**src/rtl/store_write_buffer.sv**
```systemverilog
// store_write_buffer: posted-write FIFO between the core data port and memory,
// with load RAW hazard detection (stall) and optional store-to-load forwarding.
//
// Ports:
//   clk, reset          clock, async active-high reset
//   MemWrite, MemRead   core store / load request this cycle
//   DataAdr             byte address of the store or load
//   WriteData           lane-aligned store data
//   byteEnable          store byte lanes
//   stall               core must hold PC and retry
//   fwd_hit, fwd_data   load satisfied from the buffer
//   mem_valid           head entry presented to memory
//   mem_addr/wdata/be   head entry contents
//   mem_ready           memory accepts head this cycle
//   count, full, empty  occupancy status (registered)
//
// Build option: define STORE_FWD_EN to forward full-word buffered stores to
// loads instead of stalling.

module store_write_buffer #(
  parameter int DEPTH = 4,
  parameter int AW    = 32,
  parameter int DW    = 32
) (
  input  logic                   clk,
  input  logic                   reset,
  input  logic                   MemWrite,
  input  logic                   MemRead,
  input  logic [AW-1:0]          DataAdr,
  input  logic [DW-1:0]          WriteData,
  input  logic [DW/8-1:0]        byteEnable,
  output logic                   stall,
  output logic                   fwd_hit,
  output logic [DW-1:0]          fwd_data,
  output logic                   mem_valid,
  output logic [AW-1:0]          mem_addr,
  output logic [DW-1:0]          mem_wdata,
  output logic [DW/8-1:0]        mem_be,
  input  logic                   mem_ready,
  output logic [$clog2(DEPTH):0] count,
  output logic                   full,
  output logic                   empty
);

  localparam int PW = $clog2(DEPTH);
  localparam int BW = DW / 8;

  logic [AW-1:0] addrQ [DEPTH];
  logic [DW-1:0] dataQ [DEPTH];
  logic [BW-1:0] beQ   [DEPTH];

  logic [PW-1:0]    wrPtr;
  logic [PW-1:0]    rdPtr;
  logic [DEPTH-1:0] matchVec;
  logic             hazard;
  logic             fullStall;
  logic             hazStall;
  logic             push;
  logic             pop;

  assign full  = count == (PW+1)'(DEPTH);
  assign empty = count == '0;

  assign mem_valid = !empty;
  assign mem_addr  = addrQ[rdPtr];
  assign mem_wdata = dataQ[rdPtr];
  assign mem_be    = beQ[rdPtr];

  // matchVec is indexed by age: bit 0 is the head, higher bits are younger.
  // Only occupied slots (age < count) take part in the compare.
  always_comb begin
    matchVec = '0;
    for (int k = 0; k < DEPTH; k++) begin
      if ((PW+1)'(k) < count &&
          addrQ[rdPtr + PW'(k)][AW-1:2] == DataAdr[AW-1:2]) begin
        matchVec[k] = 1'b1;
      end
    end
  end

  assign hazard = MemRead && (matchVec != '0);

`ifdef STORE_FWD_EN
  logic [PW-1:0] hitIdx;

  // Youngest matching entry wins: later ages overwrite earlier ones.
  always_comb begin
    hitIdx = rdPtr;
    for (int k = 0; k < DEPTH; k++) begin
      if (matchVec[k]) begin
        hitIdx = rdPtr + PW'(k);
      end
    end
  end

  // Only a full-word store can satisfy the load; partial ones still stall.
  always_comb begin
    fwd_hit  = hazard && (beQ[hitIdx] == '1);
    fwd_data = '0;
    if (fwd_hit) begin
      fwd_data = dataQ[hitIdx];
    end
  end
`else
  assign fwd_hit  = 1'b0;
  assign fwd_data = '0;
`endif

  assign fullStall = MemWrite && full;
  assign hazStall  = hazard && !fwd_hit;
  assign stall     = fullStall || hazStall;

  // A full buffer refuses the store even if the head drains this cycle.
  assign push = MemWrite && !full && !hazStall;
  assign pop  = mem_valid && mem_ready;

  always_ff @(posedge clk or posedge reset) begin
    if (reset) begin
      wrPtr <= '0;
      rdPtr <= '0;
      count <= '0;
    end else begin
      if (push) begin
        wrPtr <= wrPtr + 1'b1;
      end
      if (pop) begin
        rdPtr <= rdPtr + 1'b1;
      end
      unique case (1'b1)
        (push && !pop): count <= count + 1'b1;
        (pop && !push): count <= count - 1'b1;
        default:        count <= count;
      endcase
    end
  end

  // Payload storage needs no reset; occupancy is tracked by the pointers.
  always_ff @(posedge clk) begin
    if (push) begin
      addrQ[wrPtr] <= DataAdr;
      dataQ[wrPtr] <= WriteData;
      beQ[wrPtr]   <= byteEnable;
    end
  end

endmodule

```
**config.mk**
```make
export PLATFORM = sky130hd
export DESIGN_NAME = store_write_buffer
export DESIGN_NICKNAME = d
export VERILOG_FILES = /design/src/rtl/store_write_buffer.sv
export SDC_FILE = /design/constraint.sdc
export NUM_CORES = 1
export LEC_CHECK = 0
export CORE_MARGIN = 2
export CORE_UTILIZATION = 52
export CTS_BUF_LIST = sky130_fd_sc_hd__clkbuf_4
export DETAILED_ROUTE_END_ITERATION = 12
export PLACE_DENSITY = 0.9
export SLEW_MARGIN = 20
export SYNTH_ARGS = -nofsm -noshare
export SYNTH_HDL_FRONTEND = slang
export SYNTH_SLANG_ARGS = --single-unit
```
**constraint.sdc**
```tcl
create_clock -name clk -period 4.7 [get_ports clk]
set_clock_uncertainty 0.05 [all_clocks]
set_input_delay 1.41 -clock clk [delete_from_list [all_inputs] [get_ports clk]]
set_output_delay 1.41 -clock clk [all_outputs]
set_load 0.1 [all_outputs]
```
### Yosys cells after proc, flatten, opt, wreduce, memory -nomap -nowiden

Memories as Yosys holds them, arrays and structs flattened.
Index checks and enable logic that the tools add are counted.

* bits in registers: 7
* bits in writable memories: 272
* output and inout port bits: 108
* word-level logic and storage cells: 48
* memories kept: 3

* add/subtract/negate cells: 6
* order comparisons: 4
* eq/ne operators: 5
* multiplexer cells: 7
* reductions and logical operators: 20

Memory list
* addrQ: depth 4, width 32, read ports 4, clocked after Yosys merged registers in 0, write ports 1, line 48 `logic [AW-1:0] addrQ [DEPTH];`
* dataQ: depth 4, width 32, read ports 1, clocked after Yosys merged registers in 0, write ports 1, line 49 `logic [DW-1:0] dataQ [DEPTH];`
* beQ: depth 4, width 4, read ports 1, clocked after Yosys merged registers in 0, write ports 1, line 50 `logic [BW-1:0] beQ [DEPTH];`

Operators by type and width (number)
* $eq 30x30->1: 4
* $logic_and 1x1->1: 11
* $lt 1x3->1 const A: 2
* $lt 2x3->1 const A: 2
* $mux 1: 6
* $pmux 3 s2: 1
* $logic_not 1->1: 5
* $add 2x1->2 const B: 2
* $add 2x2->2 const B: 2
* $reduce_bool 4->1: 1
* $add 3x1->3 const B: 1
* $eq 3x3->1 const B: 1
* $logic_not 3->1: 1
* $sub 3x1->3 const B: 1
* $reduce_bool 2->1: 1
* $logic_or 1x1->1: 1

### Depth between registers and ports, before layout

An unclocked memory read counts as a cell.

* word-level depth: 12
* mapped depth: 17
* depth with buffers taken out: 13

### Worst setup path before layout

OpenSTA, ideal clock, no wires.

* path type: reg2reg
* from: reg rdPtr[0]
* to: mem addrQ[0][0] (enable)
* library setup time: 0.433 ns
* data arrival time: 5.356 ns
* required time: 4.217 ns
* setup slack: -1.139 ns
* cell stages (with the launch flop): 12
* buffers on the path: 3
* period minus slack after synthesis: 5.839 ns
* path through: dfrtp_1 -> buf_6 -> inv_2 -> buf_2 -> buf_2 -> mux2i_1 -> xor2_1 -> nor4_1 -> nand4_1 -> a41oi_2 -> nor3b_2 -> and2_1

RTL lines
* start, declared: line 53 `logic [PW-1:0] rdPtr;`
* start signal, assigned: line 127 `rdPtr <= rdPtr + 1'b1;`
* $mem_v2 4x32
* named net mem_addr[4]: line 36 `output logic [AW-1:0] mem_addr,`
* $eq 30x30->1: line 75 `addrQ[rdPtr + PW'(k)][AW-1:2] == DataAdr[AW-1:2]) begin`
* $logic_and 1x1->1: line 74 `if ((PW+1)'(k) < count &&`
* $mux 1: line 74
* $reduce_bool 4->1: line 81 `assign hazard = MemRead && (matchVec != '0);`
* $logic_and 1x1->1: line 81
* $logic_not 1->1: line 114 `assign push = MemWrite && !full && !hazStall;`
* $logic_and 1x1->1: line 114
* $mux 1: line 139 `if (push) begin`
* $mux 1 (implied by the code): line 140 `addrQ[wrPtr] <= DataAdr;`
* end, declared: line 48

The timed path passes the listed nets, and every way through them passes these cells.

### Worst setup path in the final report

* from: reg rdPtr[1]
* to: out stall

* cells in the longest elaborated chain, start to end: 8

RTL lines
* $add 2x1->2 or $add 2x2->2 (tied branches): line 75
* $mem_v2 4x32 *
* $eq 30x30->1: line 75
* $logic_and 1x1->1: line 74
* $mux 1: line 74
* $reduce_bool 4->1 *: line 81
* $logic_and 1x1->1 *: line 81
* $logic_or 1x1->1 *: line 111 `assign stall = fullStall || hazStall;`
* end, declared: line 32 `output logic stall,`

Every way passes the cells marked *; elsewhere a longest branch is shown, timed or not.

==> impl_metrics.json <==
{
  "fp.dieH_um": 170,
  "holdPathStages": 1,
  "fin_area_um2": 18700,
  "async_flop_share": 0.0251,
  "hold_viol": 0,
  "clock_latency_ns": 0.71,
  "wire_per_inst_um": 22.6,
  "clk_pin_slew_ns": 0.07,
  "period_share": 1.11,
  "synth_area_um2": 14300,
  "final_common_cell": "edfxtp_1",
  "cts_buffer_depth": 3,
  "min_from": "wrPtr[1]",
  "synth_edf_count": 272,
  "fin_util": 0.692,
  "synth_area_leaders": "edfxtp_1 57%, mux4_2 9.3%, mux2i_1 8.6%",
  "syn2layout_area_growth_pct": 30.9,
  "layout_common_cells": "272 x edfxtp_1, 220 x buf_4, 107 x clkbuf_4",
  "fillers": 1814,
  "fin_crit_ns": 5.24,
  "drt-initial-drc-count": 677,
  "vias_per_cell": 5.72,
  "r2r_cells": 12,
  "outcome": "finished, violations left",
  "place_congestion": 0.985,
  "cts_buffers": 72,
  "placed_cell_area_um2": 17200,
  "worstPathRequired_ns": 3.24,
  "clockRootBuffer": "clkbuf_4",
  "yosysTopAreaCell": "edfxtp_1",
  "cts_sinks": 279,
  "cpLargestDelayFamily": "buffers and inverters",
  "postRouteAntennaNets": 0,
  "setup_viol": 1,
  "slowest_delay_ns": 0.57,
  "remaining_drc_errors": 0,
  "port_buffers": 147,
  "htreeDepth": 3,
  "r2r_slack_ns": 0.69,
  "slew_violations": 0,
  "reg2reg_to": "dataQ[2][21]",
  "postRouteWirelength_mm": 37.5,
  "drive_gt1_frac": 0.400,
  "vias": 9496,
  "grt_usage": 0.266,
  "nNetsFinal": 1344,
  "cts_tree": "yes",
  "reg2reg_from": "rdPtr[1]",
  "dp_hpwl_mm": 26.8,
  "hold_class": "register to register",
  "worst-endpoint-arrival_ns": 3.78,
  "setup.worst_path.class": "register to primary output",
  "ys_seq_elements": 279,
  "path_buf_inv": 4,
  "grt_pass1_vias": 9910,
  "core_area_um2": 27000,
  "critPathLaunchType": "register",
  "dp.cells": 1507,
  "crit_fanout": 8,
  "hold_end": "wrPtr[1]",
  "antenna_found_initial": 4,
  "synth_top_cell_area_share": 0.573,
  "synth_warnings": 0,
  "tightest_slew_ns": 0.968,
  "crit_slowest_cell": "dfrtp_4",
  "ios": 181,
  "start_util": 0.529,
  "grt_pass1_wl_mm": 56.8,
  "firstDrtPassIters": 5,
  "syn_inst": 919,
  "ys_types": 50,
  "die_x_um": 170,
  "grt_max_degree": 36,
  "worst_setup_path_end_kind": "primary output",
  "synth_area_per_cell_um2": 15.5,
  "violations": "negative setup slack",
  "synth_flop_cell": "edfxtp_1",
  "stdcell_count": 1659,
  "slew-limit-headroom": 0.353,
  "fin_ws_ns": -0.536,
  "maxCapViolCount": 0,
  "path_cells": "buf_12, buf_4, mux4_2, xor2_1, nor4_1, buf_4, o2111ai_2, nor4_2, nand4_1, a41oi_2, a21o_4, buf_12",
  "fmax_ghz": 0.191,
  "grt_overflow": 0,
  "cp_num_cells": 12,
  "row_count": 60,
  "rsz0062_at_grt": "true",
  "yosysSeqAreaShare": 0.585,
  "dieArea_um2": 28800
}
[synthesized netlist by cell type, drive strengths merged (9+ instances only)]
library cell / number
nand2: 16
nor2: 26
a21oi: 18
o21ai: 12
mux4: 63
nand4: 17
inv: 16
mux2i: 122
nor4: 11
buf: 72
ha: 9
xor2: 38
xnor2: 74
edfxtp: 272
mux2: 44
clkbuf: 22
[stage by stage]
step	setup TNS [ns]	worst slack (ns)	hold WS, ns
final	-0.536	-0.536	0.553
after detailed placement	-0.687	-0.687	0.534
after global placement	-0.709	-0.709	0.511
after global routing	-0.628	-0.628	0.587
after CTS	-0.508	-0.508	0.550
after floorplan	-2.53	-0.593	0.485
[final cells by class]
| type | count | area [µm²] | share of cell area |
|---|---|---|---|
| clock inverters | 22 | 204 | 0.0109 |
| inverters | 16 | 61.3 | 0.00329 |
| flip-flops and latches | 279 | 8350 | 0.447 |
| repair buffers | 331 | 3090 | 0.166 |
| multi-input cells | 562 | 5720 | 0.307 |
| diodes | 1 | 2.50 | 0.000134 |
| clock buffers | 107 | 803 | 0.0430 |
| well taps | 341 | 427 | 0.0229 |
[cell families after synthesis]
family | synth area share
DFF | 0.585
other | 0.000263
and+or+nand+nor | 0.0359
AOI/OAI and AO/OA | 0.0387
muxes | 0.221
buffers and inverters | 0.0422
adders and majority gates | 0.00790
xor gates and xnor gates | 0.0688
[sequential cells by signal, summed over array words and instances, names as in the netlist]
register and count:
addrQ 128, wrPtr 2, rdPtr 2, beQ 16, dataQ 128, count 3
[worst max path at each step]
stage / from / end / slack, ns
after floorplan: rdPtr[0] / mem_addr[15] / -0.59
after global placement: DataAdr[19] / stall / -0.71
after detailed placement: DataAdr[6] / stall / -0.69
after CTS: rdPtr[0] / stall / -0.51
after global routing: rdPtr[1] / stall / -0.63
final: rdPtr[1] / stall / -0.54
[metal layers]
metal | up-vias | share of wire | GRT usage
li1 | 4268 | - | -
met1 | 4701 | 0.39 | 0.329
met2 | 418 | 0.49 | 0.439
met3 | 103 | 0.080 | 0.0793
met4 | 6 | 0.038 | 0.112
met5 | - | 0.0011 | 0
[what timing repair did]
item                       CTS  global route
gates resized for setup     37            11
cloned                       2             0
pin swaps                    9             4
hold buffers                 0             0
hold endpoints to repair     0             0
setup endpoints to repair   25             1
buffers inserted            20             0
[worst register-to-register path, delay by kind of cell, from the launching register on]
kind	cells	cell delay, ns
AO/OA/AOI/OAI	1	0.22
XOR/XNOR	1	0.18
buffers and inverters	4	0.80
flip-flops	1	0.54
multiplexers	2	0.81
AND/OR/NAND/NOR	4	1.10
Power is left out: the tool's default activity adds up to more than one toggle a clock period on the data nets, which glitch-free logic cannot reach.
